--- src/rtl/match_controller.sv ---
// rtl/match_controller.sv - match FSM: prep countdown, match timer, per-player BCD scores, winner/tie
module match_controller #(
    parameter int NUM_PLAYERS   = 2,
    parameter int SCORE_DIGITS  = 2,
    parameter int TICKS_PER_SEC = 100_000_000,
    parameter int PREP_SEC      = 3,
    parameter int MATCH_SEC     = 30,
    localparam int SW = 4 * SCORE_DIGITS,
    localparam int WW = (NUM_PLAYERS > 1) ? $clog2(NUM_PLAYERS) : 1,
    localparam int PW = $clog2(TICKS_PER_SEC)
) (
    input  logic                      clk,
    input  logic                      rst,
    input  logic                      start,
    input  logic                      stop,
    input  logic [NUM_PLAYERS-1:0]    goal,
    output logic [1:0]                state,
    output logic                      paused,
    output logic [7:0]                time_bcd,
    output logic [NUM_PLAYERS*SW-1:0] score_bcd,
    output logic                      sec_tick,
    output logic                      done,
    output logic [WW-1:0]             winner,
    output logic                      tie
);

    typedef enum logic [1:0] {
        IDLE   = 2'd0,
        PREP   = 2'd1,
        PLAY   = 2'd2,
        FINISH = 2'd3
    } state_t;

    state_t                    state_r, state_nxt;
    logic [PW-1:0]             presc_r;
    logic [6:0]                time_r;
    logic                      paused_r;
    logic [NUM_PLAYERS*SW-1:0] score_r, score_nxt;
    logic                      counting, tick, last_sec;

    // The prescaler only advances while a countdown is live and not paused.
    assign counting = (state_r == PREP) || (state_r == PLAY && !paused_r);
    assign tick     = counting && (presc_r == PW'(TICKS_PER_SEC - 1));
    assign last_sec = tick && (time_r == 7'd1);

    always_comb begin
        state_nxt = state_r;
        case (state_r)
            IDLE, FINISH: if (start)    state_nxt = PREP;
            PREP:         if (last_sec) state_nxt = PLAY;
            PLAY:         if (last_sec) state_nxt = FINISH;
            default:      state_nxt = IDLE;
        endcase
    end

    // Per-player BCD increment with digit carry; an all-9s score saturates.
    logic       carry, all_nine;
    logic [3:0] dig;
    always_comb begin
        score_nxt = score_r;
        carry     = 1'b0;
        all_nine  = 1'b0;
        dig       = 4'd0;
        for (int p = 0; p < NUM_PLAYERS; p++) begin
            all_nine = 1'b1;
            for (int d = 0; d < SCORE_DIGITS; d++)
                if (score_r[p*SW + d*4 +: 4] != 4'd9) all_nine = 1'b0;
            if (goal[p] && !paused_r && !all_nine) begin
                carry = 1'b1;
                for (int d = 0; d < SCORE_DIGITS; d++) begin
                    dig = score_r[p*SW + d*4 +: 4];
                    if (carry) begin
                        if (dig == 4'd9) begin
                            dig = 4'd0;
                        end else begin
                            dig   = dig + 4'd1;
                            carry = 1'b0;
                        end
                    end
                    score_nxt[p*SW + d*4 +: 4] = dig;
                end
            end
        end
    end

    always_ff @(posedge clk) begin
        if (rst) begin
            state_r  <= IDLE;
            presc_r  <= '0;
            time_r   <= 7'd0;
            paused_r <= 1'b0;
            score_r  <= '0;
        end else begin
            state_r <= state_nxt;
            case (state_r)
                IDLE, FINISH: begin
                    presc_r <= '0;
                    if (start) begin
                        time_r   <= 7'(PREP_SEC);
                        score_r  <= '0;
                        paused_r <= 1'b0;
                    end
                end
                PREP: begin
                    if (tick) begin
                        presc_r <= '0;
                        time_r  <= last_sec ? 7'(MATCH_SEC) : time_r - 7'd1;
                    end else begin
                        presc_r <= presc_r + PW'(1);
                    end
                end
                PLAY: begin
                    score_r <= score_nxt;
                    if (last_sec) begin
                        time_r   <= 7'd0;
                        paused_r <= 1'b0;
                        presc_r  <= '0;
                    end else begin
                        if (stop) paused_r <= ~paused_r;
                        if (tick) begin
                            presc_r <= '0;
                            time_r  <= time_r - 7'd1;
                        end else if (!paused_r) begin
                            presc_r <= presc_r + PW'(1);
                        end
                    end
                end
                default: ;
            endcase
        end
    end

    // Lowest index wins on equal scores; BCD orders the same as binary.
    logic [SW-1:0] best, cur;
    logic [WW-1:0] best_idx;
    logic          any_tie;
    always_comb begin
        best     = score_r[SW-1:0];
        cur      = '0;
        best_idx = '0;
        any_tie  = 1'b0;
        for (int p = 1; p < NUM_PLAYERS; p++) begin
            cur = score_r[p*SW +: SW];
            if (cur > best) begin
                best     = cur;
                best_idx = WW'(p);
            end
        end
        for (int p = 0; p < NUM_PLAYERS; p++) begin
            cur = score_r[p*SW +: SW];
            if (p != int'(best_idx) && cur == best) any_tie = 1'b1;
        end
    end

    assign state     = state_r;
    assign paused    = paused_r;
    assign time_bcd  = {4'(time_r / 7'd10), 4'(time_r % 7'd10)};
    assign score_bcd = score_r;
    assign sec_tick  = tick;
    assign done      = (state_r == FINISH);
    assign winner    = done ? best_idx : '0;
    assign tie       = done && any_tie;

endmodule

--- config.mk ---
export PLATFORM = sky130hd
export DESIGN_NAME = match_controller
export DESIGN_NICKNAME = d
export VERILOG_FILES = /design/src/rtl/match_controller.sv
export SDC_FILE = /design/constraint.sdc
export NUM_CORES = 1
export LEC_CHECK = 0
export BUFFER_PORTS_ARGS = -buffer_cell sky130_fd_sc_hd__buf_2
export CORE_ASPECT_RATIO = 0.8
export CORE_MARGIN = 2
export CORE_UTILIZATION = 54
export DETAILED_ROUTE_END_ITERATION = 10
export GPL_ROUTABILITY_DRIVEN = 0
export PLACE_DENSITY = 0.78
export SYNTH_ARGS = -nofsm -noshare
export SYNTH_HDL_FRONTEND = slang
export SYNTH_SLANG_ARGS = --single-unit
--- constraint.sdc ---
create_clock -name clk -period 2.75 [get_ports clk]
set_input_delay 0.55 -clock clk [delete_from_list [all_inputs] [get_ports clk]]
set_output_delay 0.55 -clock clk [all_outputs]
set_load 0.02 [all_outputs]
==> results of run 1 <==
registers in the layout (all words and copies together) (netlist names):
name,flops
state,2
time_r,7
paused,1
score_bcd,16
presc_r,27
power groups by stage:
stage / Sequential (mW) / Clock [mW] / Combinational [mW]
3_5_place_dp: 0.995 / 0 / 1.46
6_report: 0.980 / 0.435 / 1.70
2_1_floorplan: 1.04 / 0 / 1.01
3_3_place_gp: 0.990 / 0 / 1.43
5_1_grt: 0.995 / 0.469 / 1.87
4_1_cts: 0.977 / 0.448 / 1.58
logic make-up (layout without fill, tap and decap cells):
kind of cell	Yosys count	after routing	share of synthesized area
fa+ha+maj	27	27	0.0960
buf+inv	42	105	0.0487
flops	53	53	0.304
xor+xnor	41	41	0.103
simple gates	180	180	0.270
compound gates	84	84	0.164
mux	5	5	0.0147
per-stage QoR:
stage | worst slack, ns | hold slack (ns) | total power [mW] | instances
after floorplan | 0.0341 | 0.483 | 2.04 | 432
after global placement | 0.133 | 0.504 | 2.42 | 553
after detailed placement | 0.0682 | 0.511 | 2.46 | 553
after CTS | -0.0352 | 0.537 | 3.01 | 574
after global routing | -0.150 | 0.563 | 3.33 | 579
final | -0.0692 | 0.525 | 3.11 | 579
area by class of cell:
cell class	count	share of cell area
multi-input combinational	337	0.565
sequential	53	0.254
clock buffer	7	0.0179
clock inverter	1	0.00176
inverter	25	0.0235
tap	84	0.0247
timing repair buffer	72	0.113
layer usage:
layer | track usage | share of wire
met1 | 0.335 | 0.47
met2 | 0.387 | 0.48
met3 | 0.0408 | 0.038
met4 | 0.0797 | 0.017
met5 | 0 | 0
cells in the mapped netlist (all sizes together) (6+ instances only):
master,number
dfxtp,53
nor2,52
ha,26
inv,25
nand2,25
xnor2,21
o21ai,20
xor2,20
a21oi,19
nor3,16
clkbuf,14
nand4,13
nor2b,12
nand3,10
or3,9
nor3b,7
nand2b,6
worst max-delay path by stage:
stage	start	to	slack, ns	cells past startpoint
floorplan	time_r[3]	time_bcd[1]	0.03	9
global placement	presc_r[10]	time_r[2]	0.13	6
detailed placement	time_r[6]	time_bcd[1]	0.07	9
CTS	time_r[4]	time_bcd[1]	-0.04	9
global route	time_r[4]	time_bcd[1]	-0.15	9
finish	time_r[4]	time_bcd[2]	-0.07	9
timing repair:
action / in CTS / in global routing
hold buffers: 0 / 0
resized for setup: 24 / 29
setup endpoints to repair: 5 / 9
pin swaps: 6 / 8
buffers inserted: 13 / 5
critical path, delay by kind of cell (launching register included):
kind	cells	cell delay (ns)
flip-flops	1	0.40
buffers and inverters	4	0.59
XOR/XNOR	1	0.24
AND/OR/NAND/NOR	1	0.11
AO/OA/AOI/OAI	3	0.63
==> results_dict.tcl, run 1 <==
set metrics [dict create \
    ff2ff_path_depth 6 \
    post-route-util 0.674 \
    routed_wl_um 8940 \
    cts.clk_slew.worst_paths_ns 0.09 \
    htreeDepth 2 \
    critPathMaxStageDelay_ns 0.40 \
    power.leakage_nw 1.66 \
    layout-drive-gt1-share 0.246 \
    root_buffer "clkbuf_8" \
    antenna_left 0 \
    via_per_inst 5.84 \
    p_comb_frac 0.545 \
    port_buffers 36 \
    design_area_mm2 0.00425 \
    violations "setup timing" \
    pin_count 37 \
    worstPathMaxFanout 5 \
    synth.distinct_cells 64 \
    die-height_um 75.9 \
    dpl-instance-area_mm2 0.00385 \
    peakVddDrop_uv 480 \
    wl_per_cell_um 15.4 \
    fin_setup_tns_ns -0.123 \
    dpl.hpwl_um 5970 \
    min_path_cells 2 \
    p_sw_mw 1.36 \
    synth_ff_type "dfxtp_1" \
    grt_overflow 0 \
    rsz0062_at_grt "true" \
    initial_core_util 0.554 \
    rrSetupSlack_ns 0.08 \
    worstPathRequired_ns 2.20 \
    core_region_area_mm2 0.00631 \
    synth_warnings 0 \
    fin_crit_ns 2.82 \
    drv_slew 0 \
    dieWidth_um 93.9 \
    synthesis.area_mm2 0.00349 \
    crit_chain "xor2_2 > o22ai_2 > a311oi_2 > nor2_2 > buf_4 > buf_4 > buf_4 > a32oi_1 > buf_4" \
    finalWorstSetupSlack_ns -0.0692 \
    fmax_mhz 355 \
    status "complete, but fails checks" \
    hold_viol_final 0 \
    area_growth_pct 21.8 \
    postSynthAreaPerCell_um2 8.09 \
    rr_endpoint "presc_r[11]" \
    pwr-share-clk 0.140 \
    firstDrtPassIters 4 \
    p_int_mw 1.75 \
    grt_pass1_wl_um 14300 \
    synth_area_leaders "dfxtp_1, ha_1, nor2_1" \
    crit_path_frequent_cell "buf_4" \
    final_common_cell "nor2_1" \
    synth_area_leader_cell "dfxtp_1" \
    slew_headroom 0.483 \
    hold_class "reg -> reg" \
    cts_sinks 53 \
    antenna_found_initial 0 \
    antennaDiodeCount 0 \
    clk_latency_ns 0.31 \
    multi_input_area_mm2 0.00240 \
    drv_cap 0 \
    criticalPathCategory "reg -> out" \
    core.rowCount 26 \
    finalSetupViolations 2 \
    setup.worst_path.end_class "primary output" \
    switching_share 0.437 \
    grtUsageTotal 0.243 \
    grt_pass1_vias 3111 \
    netlist_instances 432 \
    regArea_mm2 0.00108 \
    async_reset_ff_frac 0 \
    grt_max_degree 25 \
    layout_common_cells "nor2_1, dfxtp_1, buf_2, buf_4" \
    worst_slew_pin_slew_ns 0.775 \
    critPathLaunchType "register" \
    drtIter0Drc 221 \
    ys_ff_latch 53 \
    synth_edf_count 0 \
    seq_area_frac_synth 0.304 \
    cp_slowest_cell "dfxtp_4" \
    fillers 514 \
    p_per_area_mw_per_mm2 732 \
    fin_worst_skew_ns 0.0106 \
    syn_nets 464 \
    num-nets-final 526 \
    drc 0 \
    cts_tree "yes" \
    r2r_start "presc_r[10]" \
    clk_path_buf_depth 2 \
    hp-start "presc_r[21]" \
    cts_buffers 5 \
    fin_crit_sh 1.03 \
    arrival_ns 2.27 \
    num_vias 3382 \
    die_area_mm2 0.00713 \
    netlist.area_leader.share 0.304 \
    sequentialPowerShare 0.315 \
    min_to "presc_r[21]" \
]
Power figures use the tool's default switching activity.
==> inputs of run 2 (changes only) <==
--- a/config.mk
+++ b/config.mk
@@ -8,10 +8,11 @@
 export BUFFER_PORTS_ARGS = -buffer_cell sky130_fd_sc_hd__buf_2
 export CORE_ASPECT_RATIO = 0.8
 export CORE_MARGIN = 2
-export CORE_UTILIZATION = 54
+export CORE_UTILIZATION = 58
 export DETAILED_ROUTE_END_ITERATION = 10
 export GPL_ROUTABILITY_DRIVEN = 0
-export PLACE_DENSITY = 0.78
+export PLACE_DENSITY = 0.8
 export SYNTH_ARGS = -nofsm -noshare
 export SYNTH_HDL_FRONTEND = slang
 export SYNTH_SLANG_ARGS = --single-unit
+export TNS_END_PERCENT = 1
==> constraint.sdc (replaced) <==
create_clock -name clk -period 2.85 [get_ports clk]
set_input_delay 0.57 -clock clk [delete_from_list [all_inputs] [get_ports clk]]
set_output_delay 0.57 -clock clk [all_outputs]
set_load 0.02 [all_outputs]
==> run 2 against run 1 <==
  * The flow still finishes with violations (setup timing)
  * Utilization is 3.3 points higher
  * Clock skew decreased by 0.0065 ns
  * Combinational power is 6% lower
  * Highest routed layer unchanged
==> results_dict.tcl, run 2 (synthesized netlist as in run 1, its figures left out) <==
set metrics [dict create \
    status "complete, but fails checks" \
    violations "setup timing" \
    cts_buffers 5 \
    grt_pass1_vias 3121 \
    dpl.hpwl_um 6220 \
    p_int_mw 1.77 \
    die-height_um 73.4 \
    initial_core_util 0.597 \
    peakVddDrop_uv 306 \
    fin_crit_sh 1.02 \
    antenna_left 0 \
    core.rowCount 25 \
    firstDrtPassIters 5 \
    grt_overflow 0 \
    fin_setup_tns_ns -0.0671 \
    fin_crit_ns 2.92 \
    switching_share 0.432 \
    rsz0062_at_grt "true" \
    dp_slack_ns 0.123 \
    final_common_cell "nor2_1" \
    critPathLaunchType "register" \
    wl_per_cell_um 15.6 \
    p_sw_mw 1.35 \
    antenna_found_initial 0 \
    num_vias 3400 \
    area_growth_pct 18.4 \
    layout_common_cells "nor2_1, dfxtp_1, buf_2" \
    cts_sinks 53 \
    routed_wl_um 8870 \
    clk_path_buf_depth 2 \
    grt_max_degree 25 \
    criticalPathCategory "reg -> out" \
    grtUsageTotal 0.266 \
    worstPathMaxFanout 5 \
    cts.clk_slew.worst_paths_ns 0.10 \
    cts_tree "yes" \
    top_register "presc_r" \
    finalSetupViolations 1 \
    p_per_area_mw_per_mm2 755 \
    root_buffer "clkbuf_8" \
    arrival_ns 2.35 \
    p_comb_frac 0.510 \
    pin_count 37 \
    drtIter0Drc 212 \
    worst_slew_pin_slew_ns 0.845 \
    sequentialPowerShare 0.307 \
    setup.worst_path.end_class "primary output" \
    htreeDepth 2 \
    fmax_mhz 343 \
    dieWidth_um 90.8 \
    clk_latency_ns 0.32 \
    core_region_area_mm2 0.00585 \
    rrSetupSlack_ns 0.20 \
    hold_viol_final 0 \
    largest_register_ffs 27 \
    fin_worst_skew_ns 0.00412 \
    fillers 454 \
    antennaDiodeCount 0 \
    layout-drive-gt1-share 0.221 \
    power.leakage_nw 1.64 \
    slew_headroom 0.436 \
    hold_class "reg -> reg" \
    drc 0 \
    worstPathRequired_ns 2.28 \
    grt_pass1_wl_um 14500 \
    via_per_inst 5.96 \
    drv_slew 0 \
    port_buffers 36 \
    num-nets-final 520 \
    pwr-share-clk 0.183 \
    die_area_mm2 0.00666 \
    drv_cap 0 \
    finalWorstSetupSlack_ns -0.0671 \
]
## run 2: metrics by stage
stage / cells / util / cell area [um2] / total power, mW / hold slack [ns]
2_1_floorplan: 432 / - / 3500 / 1.97 / 0.483
3_3_place_gp: 550 / 0.656 / 3840 / 2.36 / 0.502
3_5_place_dp: 550 / 0.656 / 3840 / 2.41 / 0.519
4_1_cts: 568 / 0.696 / 4070 / 3.04 / 0.543
5_1_grt: 570 / 0.707 / 4140 / 3.32 / 0.557
6_report: 570 / 0.707 / 4140 / 3.12 / 0.538
## run 2: layer usage
metal | up-vias | routed length (um) | global-route usage
met1 | 1600 | 4190 | 0.373
li1 | 1662 | - | -
met3 | 9 | 619 | 0.0441
met4 | 0 | 95 | 0.0556
met5 | - | 0 | 0
met2 | 129 | 3960 | 0.439
## run 2: final cells by class
type	count	area [um2]	share of cell area
inverter	25	93.8	0.0227
multi-input combinational	337	2330	0.562
tap	81	101	0.0245
timing repair buffer	66	410	0.0992
clock buffer	6	82.6	0.0200
sequential	53	1080	0.261
clock inverter	2	41.3	0.00998
## run 2: final timing paths
check	from	to	cells after the start
max reg2reg	presc_r[10]	time_r[2]	6
min reg2reg	presc_r[24]	presc_r[24]	2
max	time_r[2]	time_bcd[1]	10
min	presc_r[24]	presc_r[24]	2
## run 2: worst max-delay path, stage by stage (launching register included)
cell	delay, ns
dfxtp_4	0.38
buf_4	0.14
nor3b_2	0.20
o22ai_1	0.12
a311oi_2	0.25
nor2_1	0.12
ha_2	0.21
o31a_1	0.13
o21ai_2	0.18
xnor2_1	0.13
buf_2	0.17
## run 2: repair_timing
action | 4_1_cts | 5_1_grt
resized for setup | 14 | 16
setup buffers | 10 | 2
hold buffers | 0 | 0
pin swaps | 4 | 4
endpoints found under the setup margin | 4 | 5
## run 2: power by group through the flow
stage | clock network (mW) | registers, mW | logic (mW)
after floorplan | 0 | 1.00 | 0.967
after global placement | 0 | 0.962 | 1.40
after detailed placement | 0 | 0.971 | 1.44
after CTS | 0.571 | 0.951 | 1.52
after global routing | 0.592 | 0.973 | 1.76
final | 0.573 | 0.958 | 1.59
